`config.mk`:
```
export PLATFORM = sky130hd
export DESIGN_NAME = tpm_startup_sequencer
export DESIGN_NICKNAME = d
export VERILOG_FILES = /design/src/rtl/tpm_startup_sequencer.sv
export SDC_FILE = /design/constraint.sdc
export NUM_CORES = 1
export LEC_CHECK = 0
export ABC_CLOCK_PERIOD_IN_PS = 4800
export CAP_MARGIN = 25
export CORE_ASPECT_RATIO = 0.5
export CORE_MARGIN = 2
export CORE_UTILIZATION = 30
export DETAILED_ROUTE_END_ITERATION = 8
export PLACE_DENSITY_LB_ADDON = 0.08
export SLEW_MARGIN = 30
export SYNTH_ARGS = -nofsm -noshare
export SYNTH_HDL_FRONTEND = slang
export SYNTH_SLANG_ARGS = --single-unit
```
`constraint.sdc`:
```
create_clock -name clock -period 4.8 [get_ports clock]
set_input_delay 1.44 -clock clock [delete_from_list [all_inputs] [get_ports clock]]
set_output_delay 1.44 -clock clock [all_outputs]
set_load 0.1 [all_outputs]
```
`src/rtl/tpm_startup_sequencer.sv`:
```
// TPM startup/shutdown sequencer: gates commands until a valid TPM2_Startup,
// picks the startup type from SU and the NV orderly word, and runs self-test.
module tpm_startup_sequencer #(
  parameter int         CC_W              = 32,
  parameter int         RC_W              = 32,
  parameter int         MAX_STARTUP_FAILS = 3,
  parameter int         SELFTEST_TIMEOUT  = 256,
  parameter logic [7:0] LOCALITY_MASK     = 8'h01
) (
  input  logic            clock,
  input  logic            reset,
  input  logic            tpm_init,
  input  logic            cmd_valid,
  output logic            cmd_ready,
  input  logic [CC_W-1:0] cmd_cc,
  input  logic [32:0]     cmd_param,
  input  logic [7:0]      locality,
  input  logic [15:0]     orderly_in,
  output logic            selftest_start,
  input  logic            selftest_done,
  input  logic            selftest_pass,
  output logic            rsp_valid,
  output logic [RC_W-1:0] rsp_rc,
  output logic            exec_valid,
  output logic [2:0]      op_state,
  output logic [2:0]      startup_type,
  output logic [15:0]     shutdown_save,
  output logic            nv_write,
  output logic [3:0]      fail_count
);

  localparam logic [2:0] ST_POWER_OFF = 3'b000;
  localparam logic [2:0] ST_INIT      = 3'b001;
  localparam logic [2:0] ST_STARTUP   = 3'b010;
  localparam logic [2:0] ST_OPER      = 3'b011;
  localparam logic [2:0] ST_SELFTEST  = 3'b100;
  localparam logic [2:0] ST_FAILURE   = 3'b101;

  localparam logic [2:0] SU_NONE    = 3'b000;
  localparam logic [2:0] SU_RESET   = 3'b001;
  localparam logic [2:0] SU_RESTART = 3'b010;
  localparam logic [2:0] SU_RESUME  = 3'b011;
  localparam logic [2:0] SU_TYPE    = 3'b100;

  localparam logic [CC_W-1:0] CC_STARTUP  = CC_W'(32'h144);
  localparam logic [CC_W-1:0] CC_SHUTDOWN = CC_W'(32'h145);

  localparam logic [RC_W-1:0] RC_SUCCESS    = RC_W'(32'h000);
  localparam logic [RC_W-1:0] RC_VALUE      = RC_W'(32'h084);
  localparam logic [RC_W-1:0] RC_INITIALIZE = RC_W'(32'h100);
  localparam logic [RC_W-1:0] RC_FAILURE    = RC_W'(32'h101);
  localparam logic [RC_W-1:0] RC_LOCALITY   = RC_W'(32'h907);

  localparam int              CNT_W    = $clog2(SELFTEST_TIMEOUT);
  localparam logic [CNT_W-1:0] CNT_LAST = CNT_W'(SELFTEST_TIMEOUT - 1);
  localparam logic [3:0]      MAX_FAILS = 4'(MAX_STARTUP_FAILS);

  typedef struct packed {
    logic        su;
    logic [15:0] orderly;
  } startReq_t;

  startReq_t        req;
  logic [CNT_W-1:0] stCnt;
  logic             accept;
  logic             isStartup;
  logic             isShutdown;
  logic             locOk;
  logic             orderlySaved;
  logic [3:0]       failNext;
  logic             unusedParamBits;

  assign unusedParamBits = ^cmd_param[32:1];

  assign cmd_ready = ((op_state == ST_INIT) || (op_state == ST_OPER) || (op_state == ST_FAILURE))
                     && !rsp_valid && !exec_valid;
  assign accept       = cmd_valid && cmd_ready;
  assign isStartup    = (cmd_cc == CC_STARTUP);
  assign isShutdown   = (cmd_cc == CC_SHUTDOWN);
  assign locOk        = (locality < 8'd8) && LOCALITY_MASK[locality[2:0]];
  assign orderlySaved = (req.orderly == 16'h0001);
  assign failNext     = (fail_count >= MAX_FAILS) ? fail_count : fail_count + 4'd1;

  // tpm_init outranks a command presented in the same cycle; that command is dropped.
  always_ff @(posedge clock or posedge reset) begin
    if (reset) begin
      op_state       <= ST_POWER_OFF;
      startup_type   <= SU_NONE;
      shutdown_save  <= 16'hFFFF;
      fail_count     <= '0;
      rsp_valid      <= 1'b0;
      rsp_rc         <= '0;
      exec_valid     <= 1'b0;
      nv_write       <= 1'b0;
      selftest_start <= 1'b0;
      stCnt          <= '0;
      req            <= '0;
    end else begin
      rsp_valid      <= 1'b0;
      exec_valid     <= 1'b0;
      nv_write       <= 1'b0;
      selftest_start <= 1'b0;
      if (accept) begin
        req.su      <= cmd_param[0];
        req.orderly <= orderly_in;
      end
      case (op_state)
        ST_POWER_OFF: begin
          if (tpm_init) begin
            op_state     <= ST_INIT;
            startup_type <= SU_NONE;
          end
        end
        ST_INIT: begin
          if (tpm_init) begin
            startup_type <= SU_NONE;
          end else if (accept) begin
            if (isStartup && locOk) begin
              op_state <= ST_STARTUP;
            end else begin
              rsp_valid <= 1'b1;
              rsp_rc    <= isStartup ? RC_LOCALITY : RC_INITIALIZE;
            end
          end
        end
        ST_STARTUP: begin
          if (tpm_init) begin
            op_state     <= ST_INIT;
            startup_type <= SU_NONE;
          end else if (req.su && !orderlySaved) begin
            // STATE requested without a saved state: a counted failure
            startup_type <= SU_TYPE;
            rsp_valid    <= 1'b1;
            rsp_rc       <= RC_VALUE;
            fail_count   <= failNext;
            op_state     <= (failNext >= MAX_FAILS) ? ST_FAILURE : ST_INIT;
          end else begin
            startup_type   <= req.su ? SU_RESUME : (orderlySaved ? SU_RESTART : SU_RESET);
            op_state       <= ST_SELFTEST;
            selftest_start <= 1'b1;
            stCnt          <= '0;
            shutdown_save  <= 16'hFFFF;
            nv_write       <= 1'b1;
          end
        end
        ST_SELFTEST: begin
          if (tpm_init) begin
            op_state     <= ST_INIT;
            startup_type <= SU_NONE;
          end else if (selftest_done) begin
            rsp_valid <= 1'b1;
            if (selftest_pass) begin
              op_state   <= ST_OPER;
              rsp_rc     <= RC_SUCCESS;
              fail_count <= '0;
            end else begin
              op_state <= ST_FAILURE;
              rsp_rc   <= RC_FAILURE;
            end
          end else if (stCnt == CNT_LAST) begin
            op_state  <= ST_FAILURE;
            rsp_valid <= 1'b1;
            rsp_rc    <= RC_FAILURE;
          end else begin
            stCnt <= stCnt + CNT_W'(1);
          end
        end
        ST_OPER: begin
          if (tpm_init) begin
            op_state     <= ST_INIT;
            startup_type <= SU_NONE;
          end else if (accept) begin
            if (isStartup) begin
              rsp_valid <= 1'b1;
              rsp_rc    <= RC_INITIALIZE;
            end else if (isShutdown) begin
              rsp_valid <= 1'b1;
              if (locOk) begin
                rsp_rc        <= RC_SUCCESS;
                shutdown_save <= {15'b0, cmd_param[0]};
                nv_write      <= 1'b1;
              end else begin
                rsp_rc <= RC_LOCALITY;
              end
            end else begin
              exec_valid <= 1'b1;
            end
          end
        end
        ST_FAILURE: begin
          if (accept) begin
            rsp_valid <= 1'b1;
            rsp_rc    <= RC_FAILURE;
          end
        end
        default: op_state <= ST_POWER_OFF;
      endcase
    end
  end

endmodule

```
==> reports/qor.tcl, run 1 <==
set qor(run_status) {finished, final reports clean}
set qor(netlist_area_before_placement_um2) 2770
set qor(postSynthAreaPerCell_um2) 10.4
set qor(yosysSeqAreaShare_pct) 41.6
set qor(post-synth-top-area-cell) {dfrtp_1}
set qor(slew_headroom_pct) 34.3
set qor(worst-r2r-cell-count) 6
set qor(multiInputGateArea_um2) 1310
set qor(wl_per_cell_um) 14.3
set qor(worst_setup_hold_path_clk_slew_ns) 0.07
set qor(layout.cell_area.non_filler_um2) 3780
set qor(htree_levels) 2
set qor(grt_max_degree) 47
set qor(sequential_cell_area_um2) 1150
set qor(post_cts_buffers) 0
set qor(rr_endpoint) {rsp_rc[1]}
set qor(static-leakage-power_uw) 0.00155
set qor(crit_path_cell_trace) {clkdlybuf4s50_1}
set qor(min_path_cells) 2
set qor(postSynthCellCount) 267
set qor(clock_sinks) 46
set qor(worst_skew_pair.late_latency_ns) 0.30
set qor(synth_most_common_cell) {dfrtp_1}
set qor(first_global_vias) 2178
set qor(route.antenna.remaining_nets) 0
set qor(slowest_stage) {clkdlybuf4s50_1}
set qor(floorplan.core_area_um2) 8830
set qor(reg2reg_setup_slack_ns) 2.19
set qor(cts_max_path_buffers) 2
set qor(ys_top_cells_by_area) {dfrtp_1 40%, buf_4 12%, mux2_2 6.9%, mux2_4 2.2%, nor2_1 2.2%}
set qor(max-vdd-ir-drop_v) 0.000128
set qor(finalSetupViolations) 0
set qor(synth_edf_count) 0
set qor(cts_root_buffer) {clkbuf_16}
set qor(post_synth_most_frequent_cells) {44 x dfrtp_1, 43 x buf_4, 17 x mux2_2, 16 x nor2_1, 15 x nand2_1}
set qor(unrepaired_setup_endpoints_after_global_routing) {no}
set qor(worst_hold_path_type) {flop to flop}
set qor(achievable-frequency_mhz) 265
set qor(timing.rr.start) {op_state[0]}
set qor(first_pass_grt_wire_length_mm) 10.9
set qor(period_minus_slack_ns) 3.78
set qor(cts.hold.buffers_added) 0
set qor(async_reset_ff_share_pct) 100
set qor(path_delay_family) {buffers and inverters}
set qor(dr.pass1.iters) 4
set qor(cp_num_buf_inv) 1
set qor(ctsResizeCount) 0
set qor(layout.nets) 449
set qor(synth.lib_cells_used.distinct) 62
set qor(post-route-util_pct) 42.9
set qor(drcViolationCount) 0
set qor(globalplace.congestion) 0.815
set qor(placement.cell_area_um2) 3640
set qor(tritoncts) {yes}
set qor(grt_antenna_before_repair) 0
set qor(placement.setup.worst_slack_ns) 1.05
set qor(report.final.slew_viol_count) 0
set qor(chipWidth_um) 140
set qor(timing.final.ws_setup_ns) 1.02
set qor(postRouteWirelength_mm) 6.67
set qor(worstPathRequired_ns) 3.36
set qor(drive_above_1_share_pct) 15.7
set qor(routed_via_density) 4.67
set qor(worstSetupStartpointType) {flop}
set qor(die_h_um) 72.0
set qor(path_max_fanout) 17
set qor(holdCritStartpoint) {shutdown_save[0]}
set qor(synth_warnings) 0
set qor(main_synth_ff_type) {dfrtp_1}
set qor(worst_hold_path.endpoint) {shutdown_save[0]}
set qor(period_share_pct) 78.7
set qor(totalNegativeSetupSlack_ns) 0
set qor(max_cap_violations) 0
set qor(final_number_of_hold_violating_endpoints) 0
set qor(crit_arrival_ns) 2.34
set qor(criticalPathCategory) {flop to output pin}
set qor(initial_detailed_routing_violation_count) 90
set qor(die_area_um2) 10100
set qor(p_per_area_nw_per_um2) 287
set qor(place.port_buffers) 99
set qor(dr_total_vias) 2185
set qor(effective_utilization_at_floorplan_pct) 31.4
set qor(ports_placed_on_the_boundary) 158
set qor(globalRouteOverflowTotal) 0
set qor(grt_util_all_layers_pct) 13.8
set qor(cts_buffer_count) 5
set qor(worst_path_largest_cell_delay_ns) 1.27
set qor(final.setup_skew_ns) 0.00977
set qor(detailed_place_hpwl_mm) 5.17
set qor(row_count) 24
set qor(critical_path.endpoint_type) {output pin}
set qor(yosys.area.top_type_share_pct) 39.7
set qor(area_growth_syn_to_layout_pct) 36.6
set qor(insertedDiodeCount) 0
set qor(fin_hold_ws_ns) 0.474
set qor(transition_time_at_the_pin_with_the_least_slew_margin_ns) 0.982
set qor(ys_seq_elements) 46
set qor(fill_cells) 858
-- cell families (layout without fill, tap and decap cells) --
group	count (synthesis)	after routing	synth area share (%)
AOI/OAI and AO/OA	33	33	8.72
xor gates and xnor gates	5	5	1.58
adders and majority gates	4	4	1.81
buffers and inverters	58	117	14.5
DFF	46	46	41.6
muxes	22	22	9.44
other	1	26	0.135
and+or+nand+nor	98	98	22.2
-- cells in the final DEF (no fill, tap or decap), drive strengths merged, types with 3 or more instances in the layout --
cell and count:
nor4b 4, inv 10, nor3 11, a21oi 5
dfrtp 44, xnor2 5, nand2 16, o21ai 12
or3 3, nor2b 5, nand3 10, nor4 9
clkbuf 6, clkdlybuf4s50 98, or4 3, conb 26
mux2 21, nand4 6, and3 4, nor2 19
ha 4
-- area by class of cell --
| type | instances | area share (%) |
|---|---|---|
| clock inverters | 2 | 0.364 |
| inverters | 10 | 1.19 |
| repair buffers | 99 | 26.1 |
| well taps | 117 | 3.87 |
| clock buffers | 6 | 3.40 |
| multi-input cells | 188 | 34.6 |
| flip-flops and latches | 46 | 30.5 |
-- how the worst max path moves through the flow --
stage	from	to	slack (ns)	cells after the start
6_report	op_state[0]	op_state[0]	1.02	1
5_1_grt	op_state[0]	op_state[0]	0.89	1
4_1_cts	op_state[0]	op_state[0]	1.00	1
3_5_place_dp	tpm_init	shutdown_save[0]	1.05	6
3_3_place_gp	tpm_init	shutdown_save[0]	1.08	6
2_1_floorplan	op_state[0]	cmd_ready	1.01	3
-- power by group --
part / switching (uW) / total (uW) / leakage, uW / internal (uW)
Sequential: 17.4 / 435 / 0.000584 / 417
Clock: 152 / 345 / 0.0000708 / 193
Combinational: 211 / 308 / 0.000890 / 96.9
Total: 380 / 1090 / 0.00155 / 708
-- per-stage QoR --
stage / std cells / total power (uW)
2_1_floorplan: 292 / 690
3_3_place_gp: 460 / 746
3_5_place_dp: 460 / 752
4_1_cts: 468 / 1100
5_1_grt: 468 / 1140
6_report: 468 / 1090
-- sequential cells by signal (all words and copies together), names as in the netlist --
| register | flops |
|---|---|
| exec_valid | 1 |
| fail_count | 4 |
| nv_write | 1 |
| op_state | 3 |
| req | 17 |
| rsp_rc | 5 |
| rsp_valid | 1 |
| selftest_start | 1 |
| shutdown_save | 2 |
| stCnt | 8 |
| startup_type | 3 |
-- metal layers --
layer	part of all wire [%]	track usage, %	vias to the layer above
li1	-	-	1052
met4	1.2	3.33	0
met3	6.9	4.42	7
met1	43	17.1	1045
met5	0	0	-
met2	49	23.8	81
No activity file was read; power rests on OpenSTA's default activity.
==> run 2: changes to the inputs <==
Settings changed: ABC_CLOCK_PERIOD_IN_PS 4800 to 3550.
Clock period 4.8 ns to 3.55 ns, I/O delays scaled along.
==> run 2 against run 1 <==
  * Non-clock buffer count is 5 higher
  * Utilization is 0.35 points lower
  * Register-to-register slack worse by 1.1 ns
  * Critical path depth is 7 higher
  * Sequential power is 35% higher
  * Wire length is 1.0% lower
  * Flip-flop and latch count stayed put
  * Critical endpoint is now rsp_rc[2]
  * Largest power group unchanged
==> reports/qor.tcl, run 2 (same netlist as run 1, synthesis figures left out) <==
set qor(grt_max_degree) 30 ;# was 47
set qor(run_status) {finished, final reports clean} ;# unchanged
set qor(placed_cells_incl_taps) 465 ;# was 460
set qor(cts.hold.buffers_added) 0 ;# unchanged
set qor(static-leakage-power_uw) 0.00164 ;# was 0.00155 uW
set qor(layout_commonest_cell) {clkdlybuf4s50_1} ;# unchanged
set qor(finalSetupViolations) 0 ;# unchanged
set qor(chipWidth_um) 140 ;# unchanged
set qor(die_h_um) 72.0 ;# unchanged
set qor(place.port_buffers) 99 ;# unchanged
set qor(insertedDiodeCount) 0 ;# unchanged
set qor(ctsResizeCount) 0 ;# unchanged
set qor(tritoncts) {yes} ;# unchanged
set qor(crit_arrival_ns) 3.06 ;# was 2.34 ns
set qor(setup.worst_path.end) {rsp_rc[2]} ;# was op_state[0]
set qor(globalplace.congestion) 0.797 ;# was 0.815
set qor(worst_skew_pair.late_latency_ns) 0.29 ;# was 0.30 ns
set qor(cts_buffer_count) 5 ;# unchanged
set qor(rr_endpoint) {rsp_rc[2]} ;# was rsp_rc[1]
set qor(worst_hold_path_type) {flop to flop} ;# unchanged
set qor(grt_util_all_layers_pct) 13.5 ;# was 13.8%
set qor(reg2reg_setup_slack_ns) 1.09 ;# was 2.19 ns
set qor(crit_path_cell_trace) {clkdlybuf4s50_1, nor4_1, nand4_1, or2_4, nor2_4, and3b_4, inv_6, mux2_4} ;# was clkdlybuf4s50_1
set qor(multiInputGateArea_um2) 1310 ;# unchanged
set qor(fin_hold_ws_ns) 0.475 ;# was 0.474 ns
set qor(unrepaired_setup_endpoints_after_global_routing) {no} ;# unchanged
set qor(criticalPathCategory) {input pin to flop} ;# was flop to output pin
set qor(die_area_um2) 10100 ;# unchanged
set qor(floorplan.core_area_um2) 8830 ;# unchanged
set qor(drive_above_1_share_pct) 27.0 ;# was 15.7%
set qor(period_share_pct) 81.2
set qor(achievable-frequency_mhz) 347
set qor(cts_max_path_buffers) 2 ;# unchanged
set qor(wl_per_cell_um) 14.0 ;# was 14.3 um
set qor(sequential_cell_area_um2) 1150 ;# unchanged
set qor(max-vdd-ir-drop_v) 0.000194 ;# was 0.000128 V
set qor(initial_detailed_routing_violation_count) 49 ;# was 90
set qor(final_cell_count_no_fill) 473 ;# was 468
set qor(worstSetupStartpointType) {input pin} ;# was flop
set qor(first_global_vias) 2226 ;# was 2178
set qor(row_count) 24 ;# unchanged
set qor(final_number_of_hold_violating_endpoints) 0 ;# unchanged
set qor(dr_total_vias) 2207 ;# was 2185
set qor(cts_root_buffer) {clkbuf_16} ;# unchanged
set qor(clock_sinks) 46 ;# unchanged
set qor(setup.worst_path.start) {cmd_cc[22]} ;# was op_state[0]
set qor(grt_antenna_before_repair) 0 ;# unchanged
set qor(period_minus_slack_ns) 2.88
set qor(post-route-util_pct) 42.5 ;# was 42.9%
set qor(totalNegativeSetupSlack_ns) 0 ;# unchanged
set qor(transition_time_at_the_pin_with_the_least_slew_margin_ns) 0.657 ;# was 0.982 ns
set qor(area_growth_syn_to_layout_pct) 35.5 ;# was 36.6%
set qor(slowest_stage) {clkdlybuf4s50_1} ;# unchanged
set qor(effective_utilization_at_floorplan_pct) 31.4 ;# unchanged
set qor(dr.pass1.iters) 4 ;# unchanged
set qor(critical_path.endpoint_type) {flop} ;# was output pin
set qor(p_per_area_nw_per_um2) 411 ;# was 287 nW/um2
set qor(layout.nets) 454 ;# was 449
set qor(largest-register) {req} ;# unchanged
set qor(detailed_place_hpwl_mm) 5.27 ;# was 5.17 mm
set qor(postRouteWirelength_mm) 6.60 ;# was 6.67 mm
set qor(routed_via_density) 4.67 ;# about the same
set qor(drcViolationCount) 0 ;# unchanged
set qor(worst-r2r-cell-count) 9 ;# was 6
set qor(finalPower_uw) 1540 ;# was 1090 uW
set qor(worst_path_largest_cell_delay_ns) 0.41 ;# was 1.27 ns
set qor(largest_reg_flops) 17 ;# unchanged
set qor(globalRouteOverflowTotal) 0 ;# unchanged
set qor(timing.rr.start) {req[11]} ;# was op_state[0]
set qor(ports_placed_on_the_boundary) 158 ;# unchanged
set qor(htree_levels) 2 ;# unchanged
set qor(worstPathRequired_ns) 3.72 ;# was 3.36 ns
set qor(route.antenna.remaining_nets) 0 ;# unchanged
set qor(biggestRegsByFlops) {req: 17 flops, stCnt: 8 flops, rsp_rc: 5 flops} ;# unchanged
set qor(path_max_fanout) 5 ;# was 17
set qor(report.final.slew_viol_count) 0 ;# unchanged
set qor(slew_headroom_pct) 55.1 ;# was 34.3%
set qor(mostFrequentLayoutCells) {62 x clkdlybuf4s50_1, 44 x dfrtp_1, 42 x buf_4} ;# was 98 x clkdlybuf4s50_1, 44 x dfrtp_1, 26 x conb_1
set qor(fill_cells) 872 ;# was 858
set qor(worst_setup_hold_path_clk_slew_ns) 0.06 ;# was 0.07 ns
set qor(first_pass_grt_wire_length_mm) 10.9 ;# unchanged
set qor(max_cap_violations) 0 ;# unchanged
set qor(final.setup_skew_ns) 0.00401 ;# was 0.00977 ns
set qor(post_cts_buffers) 0 ;# unchanged
==> run 2: cell count changes in the layout (fill, tap and decap cells not counted), sizes merged <==
cell	previous run	this run
clkdlybuf4s50	98	62
clkinvlp	0	1
bufinv	0	1
buf	1	42
clkinv	2	0
==> run 2: critical path, delay by kind of cell <==
family	cells	cell delay [ns]
mux	1	0.29
buf+inv	2	0.49
simple gates	5	1.21
==> run 2: layout make-up <==
| type | instances | share of cell area, % |
|---|---|---|
| inverters | 10 | 1.13 |
| clock inverters | 2 | 1.00 |
| repair buffers | 104 | 24.9 |
| multi-input cells | 188 | 34.9 |
| well taps | 117 | 3.90 |
| clock buffers | 6 | 3.43 |
| flip-flops and latches | 46 | 30.7 |
==> run 2: layer usage <==
metal / vias up / wire length, um / global-route usage (%)
met5: - / 0 / 0
met4: 0 / 82 / 4.44
met3: 8 / 410 / 3.30
met2: 84 / 3200 / 23.7
met1: 1053 / 2910 / 16.7
li1: 1062 / - / -
==> run 2: stage by stage <==
stage / area [um2] / worst slack, ns
2_1_floorplan: 2860 / 0.138
3_3_place_gp: 3590 / 0.377
3_5_place_dp: 3590 / 0.359
4_1_cts: 3750 / 0.665
5_1_grt: 3750 / 0.553
6_report: 3750 / 0.666
==> run 2: worst min path at each step <==
stage                      from               end  slack, ns  depth (start not counted)
4_1_cts        shutdown_save[0]  shutdown_save[0]       0.48                          2
3_3_place_gp   shutdown_save[0]  shutdown_save[0]       0.47                          2
5_1_grt        shutdown_save[0]  shutdown_save[0]       0.50                          2
6_report       shutdown_save[0]  shutdown_save[0]       0.48                          2
3_5_place_dp   shutdown_save[0]  shutdown_save[0]       0.47                          2
2_1_floorplan            req[0]            req[0]       0.47                          1
==> run 2: power breakdown <==
part	internal [uW]	leakage, uW	switching, uW
registers	564	0.000584	23.2
clock network	333	0.0000771	207
logic	129	0.000975	285
==> run 3: changes to the inputs <==
Settings changed: ABC_CLOCK_PERIOD_IN_PS 3550 to 2800.
Clock period 3.55 ns to 2.8 ns, I/O delays scaled along.
==> run 3 against run 2 <==
  * Clock skew rose by 0.00077 ns
  * Final cell count is 2.7% higher
  * Wire length increased by 0.97%
  * Largest power group unchanged
  * Hold slack better by 0.020 ns
  * Utilization up 1.1 points
  * Sequential share of layout area decreased by 0.78 points
  * Global-route usage grew 0.20 points
  * Setup slack got worse by 0.44 ns
  * First-iteration DRC count grew 65%
  * Non-clock buffer count up 13
  * Via count up 1.7%
==> reports/qor.tcl, run 3 (same netlist as run 1, synthesis figures left out) <==
set qor(timing.final.ws_setup_ns) 0.223 ;# was 0.666 ns
set qor(ctsResizeCount) 0 ;# unchanged
set qor(worst_hold_path_type) {flop to flop} ;# unchanged
set qor(detailed_place_hpwl_mm) 5.34 ;# was 5.27 mm
set qor(die_h_um) 72.0 ;# unchanged
set qor(post-route-util_pct) 43.7 ;# was 42.5%
set qor(placement.setup.worst_slack_ns) -0.106 ;# was 0.359 ns
set qor(criticalPathCategory) {input pin to flop} ;# unchanged
set qor(final_cell_count_no_fill) 486 ;# was 473
set qor(effective_utilization_at_floorplan_pct) 31.4 ;# unchanged
set qor(report.final.slew_viol_count) 0 ;# unchanged
set qor(path_delay_family) {simple AND/OR/NAND/NOR gates} ;# unchanged
set qor(first_global_vias) 2231 ;# was 2226
set qor(cts_root_buffer) {clkbuf_16} ;# unchanged
set qor(wl_per_cell_um) 13.7 ;# was 14.0 um
set qor(clock_sinks) 46 ;# unchanged
set qor(drcViolationCount) 0 ;# unchanged
set qor(place.port_buffers) 99 ;# unchanged
set qor(final.setup_skew_ns) 0.00477 ;# was 0.00401 ns
set qor(insertedDiodeCount) 0 ;# unchanged
set qor(drive_above_1_share_pct) 30.1 ;# was 27.0%
set qor(worst_skew_pair.late_latency_ns) 0.29 ;# about the same
set qor(chipWidth_um) 140 ;# unchanged
set qor(htree_levels) 2 ;# unchanged
set qor(wl_met3_um) 384 ;# was 410 um
set qor(biggestRegsByFlops) {req: 17 flops, stCnt: 8 flops, rsp_rc: 5 flops} ;# unchanged
set qor(worst_setup_hold_path_clk_slew_ns) 0.06 ;# about the same
set qor(max-vdd-ir-drop_v) 0.000230 ;# was 0.000194 V
set qor(static-leakage-power_uw) 0.00170 ;# was 0.00164 uW
set qor(dr_total_vias) 2245 ;# was 2207
set qor(crit_path_cell_trace) {clkdlybuf4s50_1, nor4b_2, nand4_1, or2_4, nor2_4, and3b_4, inv_6, mux2_4} ;# was clkdlybuf4s50_1, nor4_1, nand4_1, or2_4, nor2_4, and3b_4, inv_6, mux2_4
set qor(first_pass_grt_wire_length_mm) 10.9 ;# about the same
set qor(ports_placed_on_the_boundary) 158 ;# unchanged
set qor(worstPathRequired_ns) 2.98 ;# was 3.72 ns
set qor(tritoncts) {yes} ;# unchanged
set qor(reg2reg_setup_slack_ns) 0.40 ;# was 1.09 ns
set qor(crit_arrival_ns) 2.75 ;# was 3.06 ns
set qor(cts.hold.buffers_added) 0 ;# unchanged
set qor(post_cts_buffers) 0 ;# unchanged
set qor(grt_antenna_before_repair) 0 ;# unchanged
set qor(finalSetupViolations) 0 ;# unchanged
set qor(worst-r2r-cell-count) 9 ;# unchanged
set qor(m1WireLength_mm) 2.95 ;# was 2.91 mm
set qor(rr_endpoint) {rsp_rc[8]} ;# was rsp_rc[2]
set qor(fin_hold_ws_ns) 0.495 ;# was 0.475 ns
set qor(postRouteWirelength_mm) 6.67 ;# was 6.60 mm
set qor(route.antenna.remaining_nets) 0 ;# unchanged
set qor(cp_num_buf_inv) 2 ;# unchanged
set qor(routed_via_density) 4.62 ;# was 4.67
set qor(largest_reg_flops) 17 ;# unchanged
set qor(globalplace.congestion) 0.829 ;# was 0.797
set qor(placed_cells_incl_taps) 478 ;# was 465
set qor(cts_max_path_buffers) 2 ;# unchanged
set qor(period_minus_slack_ns) 2.58
set qor(initial_detailed_routing_violation_count) 81 ;# was 49
set qor(die_area_um2) 10100 ;# unchanged
set qor(timing.rr.start) {req[11]} ;# unchanged
set qor(grt_util_all_layers_pct) 13.7 ;# was 13.5%
set qor(dr.pass1.iters) 4 ;# unchanged
set qor(run_status) {finished, final reports clean} ;# unchanged
set qor(worst_path_largest_cell_delay_ns) 0.41 ;# about the same
set qor(path_max_fanout) 5 ;# unchanged
set qor(grt_max_degree) 30 ;# unchanged
set qor(dr_wl_met2_mm) 3.25 ;# was 3.20 mm
set qor(mostFrequentLayoutCells) {62 x clkdlybuf4s50_1, 53 x buf_4, 43 x dfrtp_1} ;# was 62 x clkdlybuf4s50_1, 44 x dfrtp_1, 42 x buf_4
set qor(critical_path_cell_count) 8 ;# unchanged
set qor(achievable-frequency_mhz) 388
set qor(period_share_pct) 92.0
set qor(row_count) 24 ;# unchanged
set qor(unrepaired_setup_endpoints_after_global_routing) {no} ;# unchanged
set qor(globalRouteOverflowTotal) 0 ;# unchanged
set qor(layout.nets) 467 ;# was 454
set qor(p_per_area_nw_per_um2) 488 ;# was 411 nW/um2
set qor(critical_path.endpoint_type) {flop} ;# unchanged
set qor(cts_buffer_count) 5 ;# unchanged
set qor(worstSetupStartpointType) {input pin} ;# unchanged
set qor(floorplan.core_area_um2) 8830 ;# unchanged
set qor(layout_commonest_cell) {clkdlybuf4s50_1} ;# unchanged
set qor(final_number_of_hold_violating_endpoints) 0 ;# unchanged
set qor(slowest_stage) {clkdlybuf4s50_1} ;# unchanged
set qor(max_cap_violations) 0 ;# unchanged
set qor(top_layer_used) {met4} ;# unchanged
set qor(largest-register) {req} ;# unchanged
set qor(setup.worst_path.end) {rsp_rc[8]} ;# was rsp_rc[2]
set qor(setup.worst_path.start) {cmd_cc[5]} ;# was cmd_cc[22]
set qor(area_growth_syn_to_layout_pct) 39.2 ;# was 35.5%
-- run 3: worst register-to-register path: stages, from the launching register on --
cell      delay [ns]
dfrtp_1         0.38
nor4_1          0.35
nand4_1         0.19
ha_1            0.34
nand3_1         0.16
o311ai_0        0.16
nor2_1          0.12
and3b_4         0.24
inv_6           0.05
mux2_4          0.29
-- run 3: layer usage --
layer	vias up	global-route usage (%)
met2	81	24.2
met4	0	4.56
met1	1060	17.1
met3	8	2.97
li1	1096	-
met5	-	0
-- run 3: cell type report --
cell class	count	area [um2]
timing repair buffer	117	1060
inverter	10	42.5
clock buffer	6	129
clock inverter	2	13.8
fill	851	4970
sequential	46	1150
multi-input combinational	188	1310
tap	117	146
-- run 3: how the worst min path moves through the flow --
stage | from | endpoint | slack [ns] | cells past startpoint
5_1_grt | req[0] | req[0] | 0.52 | 1
2_1_floorplan | req[0] | req[0] | 0.47 | 1
3_3_place_gp | shutdown_save[0] | shutdown_save[0] | 0.47 | 2
3_5_place_dp | shutdown_save[0] | shutdown_save[0] | 0.48 | 2
6_report | shutdown_save[0] | shutdown_save[0] | 0.50 | 2
4_1_cts | req[0] | req[0] | 0.50 | 1
-- run 3: power breakdown --
part           internal, uW  switching (uW)  total (uW)
clock network           332             264         595
logic                   175             364         539
registers               716            29.4         745
total                  1220             657        1880
-- run 3: stage by stage --
| step | power, uW | instance area [um2] | setup TNS, ns |
|---|---|---|---|
| finish | 1880 | 3850 | 0 |
| global route | 1960 | 3850 | 0 |
| CTS | 1910 | 3850 | 0 |
| detailed placement | 1300 | 3710 | -0.454 |
| global placement | 1290 | 3710 | -0.386 |
| floorplan | 1180 | 2870 | 0 |
